==> src/rtl/lcd_frame_scanner_if.sv <==
// Pixel capture input and panel scan output bundle
// for lcd_frame_scanner.
interface lcd_frame_scanner_if;
  logic [7:0] pix_in;
  logic       pix_valid;
  logic [7:0] lcd_data;
  logic       lcd_de;
  logic       lcd_hs;
  logic       lcd_vs;
  logic       lcd_frame_start;
  logic       drop_err;
  logic       overrun;

  modport master (
    output pix_in, pix_valid,
    input  lcd_data, lcd_de, lcd_hs, lcd_vs,
    input  lcd_frame_start, drop_err, overrun
  );

  modport slave (
    input  pix_in, pix_valid,
    output lcd_data, lcd_de, lcd_hs, lcd_vs,
    output lcd_frame_start, drop_err, overrun
  );
endinterface

==> src/rtl/lcd_frame_scanner.sv <==
// Double-buffered 4x4 frame store: captures 16-pixel bursts
// and rescans the latest complete frame as vs/hs/de panel timing.
module lcd_frame_scanner #(
  parameter int V_BLANK = 3,
  parameter int H_BLANK = 2,
  parameter int PIX_DIV = 1
) (
  input logic           clk,
  input logic           reset,
  lcd_frame_scanner_if.slave bus
);

  localparam int M1 = (V_BLANK > H_BLANK) ? V_BLANK : H_BLANK;
  localparam int MX = (M1 > PIX_DIV) ? M1 : PIX_DIV;
  localparam int CW = $clog2(MX) + 1;
  localparam logic [CW-1:0] V_LAST = CW'(V_BLANK - 1);
  localparam logic [CW-1:0] H_LAST = CW'(H_BLANK - 1);
  localparam logic [CW-1:0] D_LAST = CW'(PIX_DIV - 1);

  typedef enum logic [1:0] {
    S_IDLE,
    S_VSYNC,
    S_HBLANK,
    S_ACTIVE
  } state_e;

  state_e          state_q, state_d;
  logic [CW-1:0]   cnt_q, cnt_d;
  logic [1:0]      row_q, row_d;
  logic [1:0]      col_q, col_d;
  logic [4:0]      wcnt_q, wcnt_d;
  logic            pend_q, pend_d;
  logic            wbank_q, wbank_d;
  logic            rbank_q, rbank_d;
  logic [7:0]      data_q, data_d;
  logic            de_q, de_d;
  logic            hs_q, hs_d;
  logic            vs_q, vs_d;
  logic            fs_q, fs_d;
  logic            drop_q, drop_d;
  logic            ovr_q, ovr_d;
  logic            complete;
  logic            take;
  logic            swap;
  logic            we;

  logic [7:0]      mem_q [2][16];

  assign complete = bus.pix_valid && (wcnt_q == 5'd15);
  assign take     = pend_q | complete;

  always_comb begin
    state_d = state_q;
    cnt_d   = cnt_q;
    row_d   = row_q;
    col_d   = col_q;
    swap    = 1'b0;
    unique case (state_q)
      S_IDLE: begin
        if (take) begin
          swap    = 1'b1;
          state_d = S_VSYNC;
          cnt_d   = '0;
        end
      end
      S_VSYNC: begin
        if (cnt_q == V_LAST) begin
          state_d = S_HBLANK;
          cnt_d   = '0;
          row_d   = 2'd0;
        end else begin
          cnt_d = cnt_q + CW'(1);
        end
      end
      S_HBLANK: begin
        if (cnt_q == H_LAST) begin
          state_d = S_ACTIVE;
          cnt_d   = '0;
          col_d   = 2'd0;
        end else begin
          cnt_d = cnt_q + CW'(1);
        end
      end
      S_ACTIVE: begin
        if (cnt_q == D_LAST) begin
          cnt_d = '0;
          col_d = col_q + 2'd1;
          if (col_q == 2'd3) begin
            if (row_q == 2'd3) begin
              // frame end: a frame completing right now is taken too
              state_d = S_VSYNC;
              swap    = take;
            end else begin
              state_d = S_HBLANK;
              row_d   = row_q + 2'd1;
            end
          end
        end else begin
          cnt_d = cnt_q + CW'(1);
        end
      end
      default: state_d = S_IDLE;
    endcase
  end

  always_comb begin
    wcnt_d  = wcnt_q;
    pend_d  = pend_q;
    wbank_d = wbank_q;
    rbank_d = rbank_q;
    drop_d  = 1'b0;
    ovr_d   = 1'b0;
    we      = 1'b0;
    if (bus.pix_valid) begin
      we     = 1'b1;
      wcnt_d = complete ? 5'd0 : wcnt_q + 5'd1;
    end else if (wcnt_q != 5'd0) begin
      drop_d = 1'b1;
      wcnt_d = 5'd0;
    end
    if (complete && !swap) begin
      pend_d = 1'b1;
      ovr_d  = pend_q;
    end
    if (swap) begin
      pend_d  = 1'b0;
      wbank_d = ~wbank_q;
      rbank_d = ~rbank_q;
    end
  end

  always_comb begin
    vs_d   = (state_q == S_VSYNC);
    fs_d   = (state_q == S_VSYNC) && (cnt_q == '0);
    hs_d   = (state_q == S_HBLANK);
    de_d   = (state_q == S_ACTIVE);
    data_d = 8'd0;
    if (state_q == S_ACTIVE) begin
      data_d = mem_q[rbank_q][{row_q, col_q}];
    end
  end

  always_ff @(posedge clk) begin
    if (we) begin
      mem_q[wbank_q][wcnt_q[3:0]] <= bus.pix_in;
    end
  end

  always_ff @(posedge clk or posedge reset) begin
    if (reset) begin
      state_q <= S_IDLE;
      cnt_q   <= '0;
      row_q   <= 2'd0;
      col_q   <= 2'd0;
      wcnt_q  <= 5'd0;
      pend_q  <= 1'b0;
      wbank_q <= 1'b0;
      rbank_q <= 1'b1;
      data_q  <= 8'd0;
      de_q    <= 1'b0;
      hs_q    <= 1'b0;
      vs_q    <= 1'b0;
      fs_q    <= 1'b0;
      drop_q  <= 1'b0;
      ovr_q   <= 1'b0;
    end else begin
      state_q <= state_d;
      cnt_q   <= cnt_d;
      row_q   <= row_d;
      col_q   <= col_d;
      wcnt_q  <= wcnt_d;
      pend_q  <= pend_d;
      wbank_q <= wbank_d;
      rbank_q <= rbank_d;
      data_q  <= data_d;
      de_q    <= de_d;
      hs_q    <= hs_d;
      vs_q    <= vs_d;
      fs_q    <= fs_d;
      drop_q  <= drop_d;
      ovr_q   <= ovr_d;
    end
  end

  assign bus.lcd_data        = data_q;
  assign bus.lcd_de          = de_q;
  assign bus.lcd_hs          = hs_q;
  assign bus.lcd_vs          = vs_q;
  assign bus.lcd_frame_start = fs_q;
  assign bus.drop_err        = drop_q;
  assign bus.overrun         = ovr_q;

endmodule

==> src/flat_wrapper.sv <==
// flat-port wrapper written by rule: the top's interface ports become plain ports
module lcd_frame_scanner_flat 
#(
  parameter int V_BLANK = 3,
  parameter int H_BLANK = 2,
  parameter int PIX_DIV = 1
)
  (clk, reset, bus_pix_in, bus_pix_valid, bus_lcd_data, bus_lcd_de, bus_lcd_hs, bus_lcd_vs, bus_lcd_frame_start, bus_drop_err, bus_overrun);
  lcd_frame_scanner_if bus_i ();
  input logic clk;
  input logic reset;
  input wire logic [$bits(bus_i.pix_in)-1:0] bus_pix_in;
  input wire logic [$bits(bus_i.pix_valid)-1:0] bus_pix_valid;
  output wire logic [$bits(bus_i.lcd_data)-1:0] bus_lcd_data;
  output wire logic [$bits(bus_i.lcd_de)-1:0] bus_lcd_de;
  output wire logic [$bits(bus_i.lcd_hs)-1:0] bus_lcd_hs;
  output wire logic [$bits(bus_i.lcd_vs)-1:0] bus_lcd_vs;
  output wire logic [$bits(bus_i.lcd_frame_start)-1:0] bus_lcd_frame_start;
  output wire logic [$bits(bus_i.drop_err)-1:0] bus_drop_err;
  output wire logic [$bits(bus_i.overrun)-1:0] bus_overrun;
  assign bus_i.pix_in = bus_pix_in;
  assign bus_i.pix_valid = bus_pix_valid;
  assign bus_lcd_data = bus_i.lcd_data;
  assign bus_lcd_de = bus_i.lcd_de;
  assign bus_lcd_hs = bus_i.lcd_hs;
  assign bus_lcd_vs = bus_i.lcd_vs;
  assign bus_lcd_frame_start = bus_i.lcd_frame_start;
  assign bus_drop_err = bus_i.drop_err;
  assign bus_overrun = bus_i.overrun;
  lcd_frame_scanner #(.V_BLANK(V_BLANK), .H_BLANK(H_BLANK), .PIX_DIV(PIX_DIV)) u_core (.clk(clk), .reset(reset), .bus(bus_i));
endmodule
==> config.mk <==
export PLATFORM = sky130hd
export DESIGN_NAME = lcd_frame_scanner_flat
export DESIGN_NICKNAME = d
export VERILOG_FILES = /design/src/rtl/lcd_frame_scanner_if.sv /design/src/rtl/lcd_frame_scanner.sv /design/src/flat_wrapper.sv
export SDC_FILE = /design/constraint.sdc
export NUM_CORES = 1
export LEC_CHECK = 0
export BUFFER_PORTS_ARGS = -buffer_cell sky130_fd_sc_hd__buf_4
export CORE_MARGIN = 3
export CORE_UTILIZATION = 35
export CTS_BUF_LIST = sky130_fd_sc_hd__clkbuf_4 sky130_fd_sc_hd__clkbuf_8
export CTS_CLUSTER_DIAMETER = 150
export DETAILED_ROUTE_END_ITERATION = 8
export GPL_TIMING_DRIVEN = 0
export SLEW_MARGIN = 20
export SYNTH_ARGS = -nofsm -noshare
export SYNTH_HDL_FRONTEND = slang
export SYNTH_SLANG_ARGS = --single-unit
==> constraint.sdc <==
create_clock -name clk -period 2 [get_ports clk]
set_input_delay 0.1 -clock clk [delete_from_list [all_inputs] [get_ports clk]]
set_output_delay 0.1 -clock clk [all_outputs]
set_load 0.01 [all_outputs]
==> results.sh, run 1 <==
export IMPL_diodes=0
export IMPL_min_from="bus_pix_valid"
export IMPL_crit_chain="buf_12 > buf_12 > mux4_1 > mux2_4 > o221ai_4 > a31oi_1"
export IMPL_initial_core_util_pct=35.88
export IMPL_rr_startpoint="u_core.rbank_q"
export IMPL_synth_avg_cell_area_um2=19.81
export IMPL_dr_total_vias=5908
export IMPL_yosysUniqueCellTypes=45
export IMPL_area_delta_synth_final_pct=22.47
export IMPL_fp_coreArea_um2=31960
export IMPL_final_util_pct=43.94
export IMPL_yosys_top_cells_count="256 x edfxtp_1, 58 x mux4_2, 38 x nor2_1, 30 x dfrtp_1, 20 x mux2_2"
export IMPL_slew_headroom_pct=36.80
export IMPL_die_h_um=187.0
export IMPL_vias_per_cell=5.133
export IMPL_finalSetupViolCount=8
export IMPL_yosys_area_top_type="edfxtp_1"
export IMPL_firstDrtPassIters=5
export IMPL_synth_edf_count=256
export IMPL_ys_seq_area_share_pct=73.81
export IMPL_clk_latency_ns=0.55
export IMPL_async_flop_share_pct=10.80
export IMPL_ioPinCount=25
export IMPL_synth_top_cell_area_share_pct=67.04
export IMPL_clk_pin_slew_ns=0.06
export IMPL_nets=707
export IMPL_worst_pin_slew_ns=0.9480
export IMPL_dpl_hpwl_um=16080
export IMPL_max_cap_violations=0
export IMPL_drt_iter0_drc=516
export IMPL_required_ns=2.39
export IMPL_cpMostUsedCell="buf_12"
export IMPL_ys_ff_latch=287
export IMPL_ant_nets=0
export IMPL_period_minus_slack_ns=2.179
export IMPL_netlist_area_um2=11470
export IMPL_ys_flop_type="edfxtp_1"
export IMPL_syn_num_nets=605
export IMPL_slowest_stage="dfstp_2"
export IMPL_port_buffer_count=24
export IMPL_fillers=2707
export IMPL_max_freq_mhz=458.9
export IMPL_grtUsageTotal_pct=14.55
export IMPL_rsz0062_at_grt="yes"
export IMPL_r2r_end="u_core.bus.lcd_data[7]"
export IMPL_power_density_nw_per_um2=1157
export IMPL_cts_root_buf="clkbuf_8"
export IMPL_numClockSinks=287
export IMPL_synth_most_common_cell="edfxtp_1"
export IMPL_max_stage_delay_ns=0.57
export IMPL_rr_worst_depth=6
export IMPL_die_area_um2=34970
export IMPL_grt_pass1_vias=6245
export IMPL_final_seq_area_um2=8464
export IMPL_hold_violations=0
export IMPL_outcome="finished, violations left"
export IMPL_cts_made_buffers=46
export IMPL_maxSlewViolCount=0
export IMPL_critPathLaunchType="flop"
export IMPL_final_cells=1151
export IMPL_drt_wl_total_um=25670
export IMPL_arrival_ns=2.57
export IMPL_setup_ws_ns=-0.1791
export IMPL_antenna_found_initial=0
export IMPL_multi_input_area_um2=3229
export IMPL_grt_overflow_total=0
export IMPL_h_tree_depth=2
export IMPL_rrSetupSlack_ns=-0.18
export IMPL_cts_tree="done"
export IMPL_synth_cells=579
export IMPL_ir_worst_vdd_v=0.001018
export IMPL_whs_path_depth=3
export IMPL_total_power_mw=16.25
export IMPL_ys_top_cells_by_area="edfxtp_1 67%, mux4_2 11%, dfrtp_1 6.5%"
export IMPL_violations="setup timing"
export IMPL_crit_type="flop to flop"
export IMPL_whs_ns=0.1343
export IMPL_drcViolationCount=0
export IMPL_leakagePower_nw=4.586
export IMPL_holdCritPathClass="input port to flop"
export IMPL_clock_skew_final_ns=0.01803
export IMPL_ys_warn_count=0
export IMPL_dp_cells=1038
export IMPL_drive_gt1_share_pct=40.50
export IMPL_setup_worst_path_end_class="flop"
export IMPL_rows=65
export IMPL_cts_buffer_depth=3
export IMPL_die_x_um=187.0
export IMPL_routabilityCongestion=0.8312
export IMPL_min_period_over_period_pct=109.0
export IMPL_holdPathEnd="u_core.bus.drop_err"
export IMPL_cp_max_fo=7
export IMPL_wire_per_inst_um=22.31
export IMPL_grt_max_degree=33
export IMPL_grt_pass1_wl_um=38670
==> report_power, final <==
group | switching [mW] | internal [mW] | total [mW]
logic | 2.26 | 1.70 | 3.96
clock network | 2.23 | 2.97 | 5.20
registers | 0.224 | 6.86 | 7.09
total | 4.71 | 11.5 | 16.2
==> how the worst max path moves through the flow <==
stage,from,slack (ns),depth (start not counted),endpoint
2_1_floorplan,u_core.rbank_q,0.02,6,u_core.bus.lcd_data[2]
3_3_place_gp,u_core.rbank_q,-0.38,6,u_core.bus.lcd_data[2]
6_report,u_core.rbank_q,-0.18,6,u_core.bus.lcd_data[7]
4_1_cts,u_core.wcnt_q[2],-0.19,3,u_core.mem_q[1][13]
5_1_grt,u_core.rbank_q,-0.22,6,u_core.bus.lcd_data[5]
3_5_place_dp,u_core.rbank_q,-0.42,6,u_core.bus.lcd_data[7]
==> flip-flops by register name (all words and copies together) (netlist names) <==
name,flops
u_core.mem_q,256
u_core.cnt_q,3
u_core.wbank_q,1
u_core.bus.lcd_vs,1
u_core.col_q,2
u_core.state_q,2
u_core.rbank_q,1
u_core.bus.lcd_hs,1
u_core.bus.drop_err,1
u_core.wcnt_q,5
u_core.row_q,2
u_core.bus.lcd_data,8
u_core.pend_q,1
u_core.bus.lcd_de,1
u_core.bus.overrun,1
u_core.bus.lcd_frame_start,1
==> worst max-delay path: cells and delay by family (launching register included) <==
family / cells / cell delay, ns
AOI/OAI and AO/OA: 2 / 0.28
DFF: 1 / 0.57
muxes: 2 / 0.85
buffers and inverters: 2 / 0.30
==> final cells by class <==
cell class | count | area share [%]
buffer | 26 | 1.497
clock buffer | 68 | 6.041
clock inverter | 15 | 0.8286
inverter | 12 | 0.3207
multi-input combinational | 252 | 23.00
sequential | 287 | 60.27
tap | 435 | 3.876
timing repair buffer | 56 | 4.170
==> cells by family after synthesis <==
group / Yosys count / synth area share (%)
and+or+nand+nor: 92 / 4.005
buffers and inverters: 40 / 1.713
muxes: 90 / 15.25
adders and majority gates: 15 / 1.637
DFF: 287 / 73.81
AOI/OAI and AO/OA: 51 / 3.273
xor gates and xnor gates: 4 / 0.3055
==> placed cells by master (no fill, tap or decap), types with 13 or more instances in the layout <==
master	synthesis	layout
mux4_2	58	63
buf_12	0	13
buf_4	3	36
edfxtp_1	256	256
a31oi_1	13	13
dfrtp_1	30	30
clkbuf_8	0	54
nor2_4	0	32
ha_1	15	13
clkbuf_4	0	16
==> what timing repair did <==
item / in CTS / in global routing
setup buffers: 5 / 16
setup endpoints to repair: 270 / 256
gates cloned: 1 / 0
pin swaps: 2 / 20
hold endpoints to repair: 288 / 0
hold buffers: 10 / 0
gates resized for setup: 74 / 61
==> routing by layer <==
| layer | vias to the layer above | part of all wire, % | global-route usage (%) |
|---|---|---|---|
| li1 | 2574 | - | - |
| met1 | 3118 | 41 | 19.17 |
| met2 | 180 | 52 | 24.89 |
| met3 | 36 | 5.4 | 2.549 |
| met4 | 0 | 1.7 | 4.245 |
| met5 | - | 0 | 0 |
==> stage by stage <==
stage / instance area, µm² / worst slack (ns) / setup TNS, ns
6_report: 14040 / -0.1791 / -1.106
5_1_grt: 14040 / -0.2178 / -4.022
4_1_cts: 13600 / -0.1943 / -15.95
3_5_place_dp: 12190 / -0.4179 / -39.59
3_3_place_gp: 12190 / -0.3838 / -30.24
2_1_floorplan: 11470 / 0.02064 / 0
Note: power is estimated with default switching activity, not from simulation.
==> run 2: changes to the inputs <==
--- a/config.mk
+++ b/config.mk
@@ -8,7 +8,7 @@
 export BUFFER_PORTS_ARGS = -buffer_cell sky130_fd_sc_hd__buf_4
 export CORE_MARGIN = 3
 export CORE_UTILIZATION = 35
-export CTS_BUF_LIST = sky130_fd_sc_hd__clkbuf_4 sky130_fd_sc_hd__clkbuf_8
+export CTS_BUF_LIST = sky130_fd_sc_hd__clkbuf_8
 export CTS_CLUSTER_DIAMETER = 150
 export DETAILED_ROUTE_END_ITERATION = 8
 export GPL_TIMING_DRIVEN = 0
@@ -16,3 +16,4 @@
 export SYNTH_ARGS = -nofsm -noshare
 export SYNTH_HDL_FRONTEND = slang
 export SYNTH_SLANG_ARGS = --single-unit
+export TNS_END_PERCENT = 20
==> run 2 against run 1 <==
  * The run still ends with setup timing left
  * Sequential share of layout area is 1.2 points higher
  * Die area stayed put
  * First-iteration DRC count is 12% higher
  * Non-clock buffer count is 17 lower
  * Final area is 1.9% lower
  * Core utilization is 0.85 points lower
  * Largest cell class unchanged
==> results.sh, run 2 (same netlist as run 1, synthesis figures left out) <==
export IMPL_leakagePower_nw=4.505
export IMPL_finalSetupViolCount=83
export IMPL_final_area_um2=13770
export IMPL_area_delta_synth_final_pct=20.09
export IMPL_rrSetupSlack_ns=-0.17
export IMPL_swShare_pct=29.60
export IMPL_crit_family="multiplexers"
export IMPL_setup_worst_path_end_class="flop"
export IMPL_vias_per_cell=5.130
export IMPL_rr_startpoint="u_core.rbank_q"
export IMPL_met2WireLength_um=13120
export IMPL_cts_buffer_depth=3
export IMPL_placed_area_um2=12190
export IMPL_ir_worst_vdd_v=0.001083
export IMPL_met1_length_um=10470
export IMPL_routabilityCongestion=0.8312
export IMPL_drive_gt1_share_pct=36.77
export IMPL_total_power_mw=15.96
export IMPL_layout_common_cells="256 x edfxtp_1, 64 x mux4_2, 54 x clkbuf_8"
export IMPL_holdCritPathClass="input port to flop"
export IMPL_maxSlewViolCount=0
export IMPL_final_seq_area_um2=8464
export IMPL_switchingPower_mw=4.724
export IMPL_cts_root_buf="clkbuf_8"
export IMPL_final_util_pct=43.08
export IMPL_fillers=2756
export IMPL_nets=690
export IMPL_rr_worst_depth=6
export IMPL_die_area_um2=34970
export IMPL_cts_tree="done"
export IMPL_outcome="finished, violations left"
export IMPL_drt_wl_total_um=25430
export IMPL_grt_pass1_vias=6241
export IMPL_startpoint="u_core.rbank_q"
export IMPL_drcViolationCount=0
export IMPL_largest_reg_flops=256
export IMPL_slowest_stage="dfstp_2"
export IMPL_crit_cells=6
export IMPL_crit_chain="buf_12 > buf_8 > mux4_2 > mux2_4 > o221ai_4 > a31oi_1"
export IMPL_endpoint="u_core.bus.lcd_data[7]"
export IMPL_grtUsageTotal_pct=14.59
export IMPL_max_stage_delay_ns=0.57
export IMPL_clk_pin_slew_ns=0.06
export IMPL_rows=65
export IMPL_crit_buf_inv=2
export IMPL_arrival_ns=2.56
export IMPL_max_freq_mhz=460.6
export IMPL_grt_overflow_total=0
export IMPL_required_ns=2.39
export IMPL_fp_coreArea_um2=31960
export IMPL_dpl_hpwl_um=16080
export IMPL_initial_core_util_pct=35.88
export IMPL_ant_nets=0
export IMPL_antenna_found_initial=0
export IMPL_min_period_over_period_pct=108.6
export IMPL_clk_latency_ns=0.55
export IMPL_setup_ws_ns=-0.1712
export IMPL_ioPinCount=25
export IMPL_r2r_end="u_core.bus.lcd_data[7]"
export IMPL_dr_wl_met3_um=1361
export IMPL_firstDrtPassIters=5
export IMPL_wire_per_inst_um=22.42
export IMPL_mostFrequentLayoutCell="edfxtp_1"
export IMPL_final_cells=1134
export IMPL_grt_pass1_wl_um=38650
export IMPL_dp_cells=1038
export IMPL_cp_max_fo=7
export IMPL_routed_top_layer="met4"
export IMPL_numClockSinks=287
export IMPL_dr_total_vias=5817
export IMPL_max_cap_violations=0
export IMPL_clockPowerShare_pct=30.8
export IMPL_die_h_um=187.0
export IMPL_p_seq_share_pct=44.4
export IMPL_multi_input_area_um2=3217
export IMPL_port_buffer_count=24
export IMPL_critPathLaunchType="flop"
export IMPL_worst_pin_slew_ns=0.9652
export IMPL_period_minus_slack_ns=2.171
export IMPL_h_tree_depth=2
export IMPL_grt_max_degree=33
export IMPL_violations="setup timing"
export IMPL_p_comb_share_pct=24.7
export IMPL_hold_violations=0
export IMPL_drt_iter0_drc=578
export IMPL_rsz0062_at_grt="yes"
export IMPL_die_x_um=187.0
export IMPL_diodes=0
export IMPL_cts_made_buffers=46
export IMPL_power_density_nw_per_um2=1159
export IMPL_crit_type="flop to flop"
export IMPL_slew_headroom_pct=35.65
export IMPL_intPower_mw=11.23
export IMPL_clock_skew_final_ns=0.01918
run 2: worst min path at each step:
stage,slack (ns),cells after the start,startpoint,end
6_report,0.12,4,bus_pix_valid,u_core.wcnt_q[4]
3_5_place_dp,0.26,2,reset,u_core.bus.lcd_hs
3_3_place_gp,0.45,3,bus_pix_valid,u_core.pend_q
5_1_grt,0.14,4,bus_pix_valid,u_core.wcnt_q[4]
2_1_floorplan,0.20,1,reset,u_core.bus.drop_err
4_1_cts,0.06,4,bus_pix_valid,u_core.wcnt_q[4]
run 2: power groups by stage:
stage	Clock [mW]	Sequential, mW	Combinational (mW)
final	4.92	7.09	3.95
after detailed placement	0	7.20	3.29
after global placement	0	7.18	3.19
after floorplan	0	7.16	2.11
after CTS	5.05	7.08	3.81
after global routing	5.33	7.11	4.23
run 2: through the flow:
stage | worst slack (ns) | hold WS, ns | TNS [ns]
final | -0.1712 | 0.1201 | -4.380
after global routing | -0.2123 | 0.1392 | -13.81
after CTS | -0.2010 | 0.05555 | -15.47
after detailed placement | -0.4179 | 0.2647 | -39.59
after global placement | -0.3838 | 0.4460 | -30.24
after floorplan | 0.02064 | 0.1989 | 0
run 2: final cells by class:
type	instances	area share (%)
flip-flops and latches	287	61.47
multi-input cells	252	23.36
clock buffers	54	5.397
well taps	435	3.952
repair buffers	39	2.717
plain buffers	26	1.554
clock inverters	29	1.227
inverters	12	0.3271
run 2: worst reg2reg max path, cell delays in order, from the launching register on:
cell	delay (ns)
dfstp_2	0.57
buf_12	0.17
buf_8	0.14
mux4_2	0.53
mux2_4	0.31
o221ai_4	0.22
a31oi_1	0.08
run 2: per-layer routing:
| layer | global-route usage, % | vias up |
|---|---|---|
| met5 | 0 | - |
| met4 | 3.955 | 0 |
| met3 | 2.642 | 39 |
| met2 | 25.28 | 177 |
| met1 | 19.01 | 3070 |
| li1 | - | 2531 |
run 2: timing repair:
action                                  CTS  global route
pin swaps                                 7             2
cloned                                    1             0
hold buffers                             10             0
endpoints found under the setup margin  270           261
endpoints found under the hold margin   285             0
setup buffers                             3             1
gates resized for setup                  90            40
==> run 3: changes to the inputs <==
--- a/config.mk
+++ b/config.mk
@@ -12,6 +12,7 @@
 export CTS_CLUSTER_DIAMETER = 150
 export DETAILED_ROUTE_END_ITERATION = 8
 export GPL_TIMING_DRIVEN = 0
+export SKIP_LAST_GASP = 1
 export SLEW_MARGIN = 20
 export SYNTH_ARGS = -nofsm -noshare
 export SYNTH_HDL_FRONTEND = slang
==> run 3 against run 2 <==
  * The run still ends with setup timing left
  * Clock power is essentially flat
  * Flip-flop and latch count unchanged
  * Global-route usage barely moved
  * Sequential share of layout area fell by 0.23 points
  * Total power rose by 0.19%
  * Final area rose by 0.38%
  * Combinational power about the same
  * Maximum frequency decreased by 1.2%
  * Clock skew is 0.00093 ns higher
  * First-iteration DRC count shrank 8.7%
  * Sequential power barely moved
  * Critical endpoint unchanged
==> results.sh, run 3 (same netlist as run 1, synthesis figures left out) <==
export IMPL_ioPinCount=25
export IMPL_rrSetupSlack_ns=-0.20
export IMPL_nets=699
export IMPL_leakagePower_nw=4.561
export IMPL_r2r_end="u_core.bus.lcd_data[7]"
export IMPL_port_buffer_count=24
export IMPL_startpoint="u_core.rbank_q"
export IMPL_clockPowerShare_pct=30.8
export IMPL_multi_input_area_um2=3152
export IMPL_wire_per_inst_um=22.39
export IMPL_maxSlewViolCount=0
export IMPL_arrival_ns=2.59
export IMPL_p_seq_share_pct=44.4
export IMPL_grt_pass1_wl_um=38580
export IMPL_max_cap_violations=0
export IMPL_clock_skew_final_ns=0.02011
export IMPL_critPathLaunchType="flop"
export IMPL_firstDrtPassIters=5
export IMPL_max_freq_mhz=454.9
export IMPL_setup_tns_ns=-7.238
export IMPL_grt_overflow_total=0
export IMPL_drt_iter0_drc=528
export IMPL_holdCritPathClass="input port to flop"
export IMPL_hold_violations=0
export IMPL_min_from="bus_pix_valid"
export IMPL_final_area_um2=13820
export IMPL_largest_reg_flops=256
export IMPL_initial_core_util_pct=35.88
export IMPL_cp_max_fo=7
export IMPL_clk_pin_slew_ns=0.06
export IMPL_cts_root_buf="clkbuf_8"
export IMPL_area_delta_synth_final_pct=20.55
export IMPL_setup_worst_path_end_class="flop"
export IMPL_vias_per_cell=5.151
export IMPL_worst_pin_slew_ns=0.9384
export IMPL_outcome="finished, violations left"
export IMPL_rr_worst_depth=6
export IMPL_fp_coreArea_um2=31960
export IMPL_slew_headroom_pct=37.44
export IMPL_fillers=2747
export IMPL_ir_worst_vdd_v=0.001083
export IMPL_dr_total_vias=5888
export IMPL_placed_area_um2=12190
export IMPL_whs_path_depth=4
export IMPL_p_comb_share_pct=24.8
export IMPL_whs_ns=0.09276
export IMPL_cts_buffer_depth=3
export IMPL_cts_made_buffers=46
export IMPL_crit_type="flop to flop"
export IMPL_diodes=0
export IMPL_grt_max_degree=33
export IMPL_die_x_um=187.0
export IMPL_clk_latency_ns=0.56
export IMPL_min_period_over_period_pct=109.9
export IMPL_intPower_mw=11.25
export IMPL_final_seq_area_um2=8464
export IMPL_numClockSinks=287
export IMPL_finalSetupViolCount=100
export IMPL_swShare_pct=29.63
export IMPL_violations="setup timing"
export IMPL_ant_nets=0
export IMPL_power_density_nw_per_um2=1157
export IMPL_drcViolationCount=0
export IMPL_drive_gt1_share_pct=36.16
export IMPL_antenna_found_initial=0
export IMPL_rsz0062_at_grt="yes"
export IMPL_setup_ws_ns=-0.1983
export IMPL_final_util_pct=43.25
export IMPL_cts_tree="done"
export IMPL_h_tree_depth=2
export IMPL_post_place_ws_ns=-0.4179
export IMPL_layout_common_cells="256 x edfxtp_1, 63 x mux4_2, 54 x clkbuf_8"
export IMPL_required_ns=2.39
export IMPL_routabilityCongestion=0.8312
export IMPL_die_area_um2=34970
export IMPL_holdPathEnd="u_core.wcnt_q[4]"
export IMPL_rr_startpoint="u_core.rbank_q"
export IMPL_grt_pass1_vias=6239
export IMPL_drt_wl_total_um=25600
export IMPL_dpl_hpwl_um=16080
export IMPL_rows=65
export IMPL_switchingPower_mw=4.737
export IMPL_die_h_um=187.0
export IMPL_period_minus_slack_ns=2.198
export IMPL_grtUsageTotal_pct=14.56
export IMPL_mostFrequentLayoutCell="edfxtp_1"
run 3: cell count changes in the layout (fill, tap and decap cells not counted), sizes merged:
| cell | delta |
|---|---|
| buf | +9 |
run 3: metal layers:
layer | part of all wire (%) | wire length (µm) | vias to the layer above | GRT usage (%)
met4 | 1.9 | 476 | 0 | 4.129
met2 | 51 | 13160 | 195 | 25.23
met5 | 0 | 0 | - | 0
li1 | - | - | 2549 | -
met1 | 41 | 10590 | 3105 | 18.79
met3 | 5.3 | 1365 | 39 | 2.811
run 3: worst max path at each step:
stage | slack (ns) | depth (start not counted) | to
floorplan | 0.02 | 6 | u_core.bus.lcd_data[2]
finish | -0.20 | 6 | u_core.bus.lcd_data[7]
global placement | -0.38 | 6 | u_core.bus.lcd_data[2]
detailed placement | -0.42 | 6 | u_core.bus.lcd_data[7]
CTS | -0.21 | 4 | u_core.mem_q[1][60]
global route | -0.24 | 4 | u_core.mem_q[0][29]
run 3: power groups by stage:
stage          clock, mW  combinational, mW  sequential [mW]
6_report            4.93               3.97             7.09
5_1_grt             5.33               4.23             7.11
4_1_cts             5.05               3.78             7.08
3_5_place_dp           0               3.29             7.20
3_3_place_gp           0               3.19             7.18
2_1_floorplan          0               2.11             7.16
run 3: layout make-up:
cell class	count	share of cell area, %
sequential	287	61.23
multi-input combinational	252	22.80
buffer	26	1.548
clock inverter	29	1.222
clock buffer	54	5.377
timing repair buffer	48	3.557
inverter	12	0.3258
tap	435	3.937
run 3: repair_timing:
action	CTS	global route
hold buffers	10	0
setup endpoints to repair	270	274
gates resized for setup	73	40
gates cloned	1	0
setup buffers	3	10
pin swaps	6	6
hold endpoints to repair	285	0
run 3: per-stage QoR:
stage,instances,total power [mW]
floorplan,579,9.273
global placement,1038,10.37
detailed placement,1038,10.48
CTS,1134,15.91
global route,1143,16.67
finish,1143,15.99
run 3: critical path, stage by stage (launching register included):
cell and delay [ns]:
dfstp_2 0.58, buf_12 0.17, buf_12 0.14, mux4_1 0.55
mux2_4 0.30, o221ai_4 0.21, a31oi_1 0.08
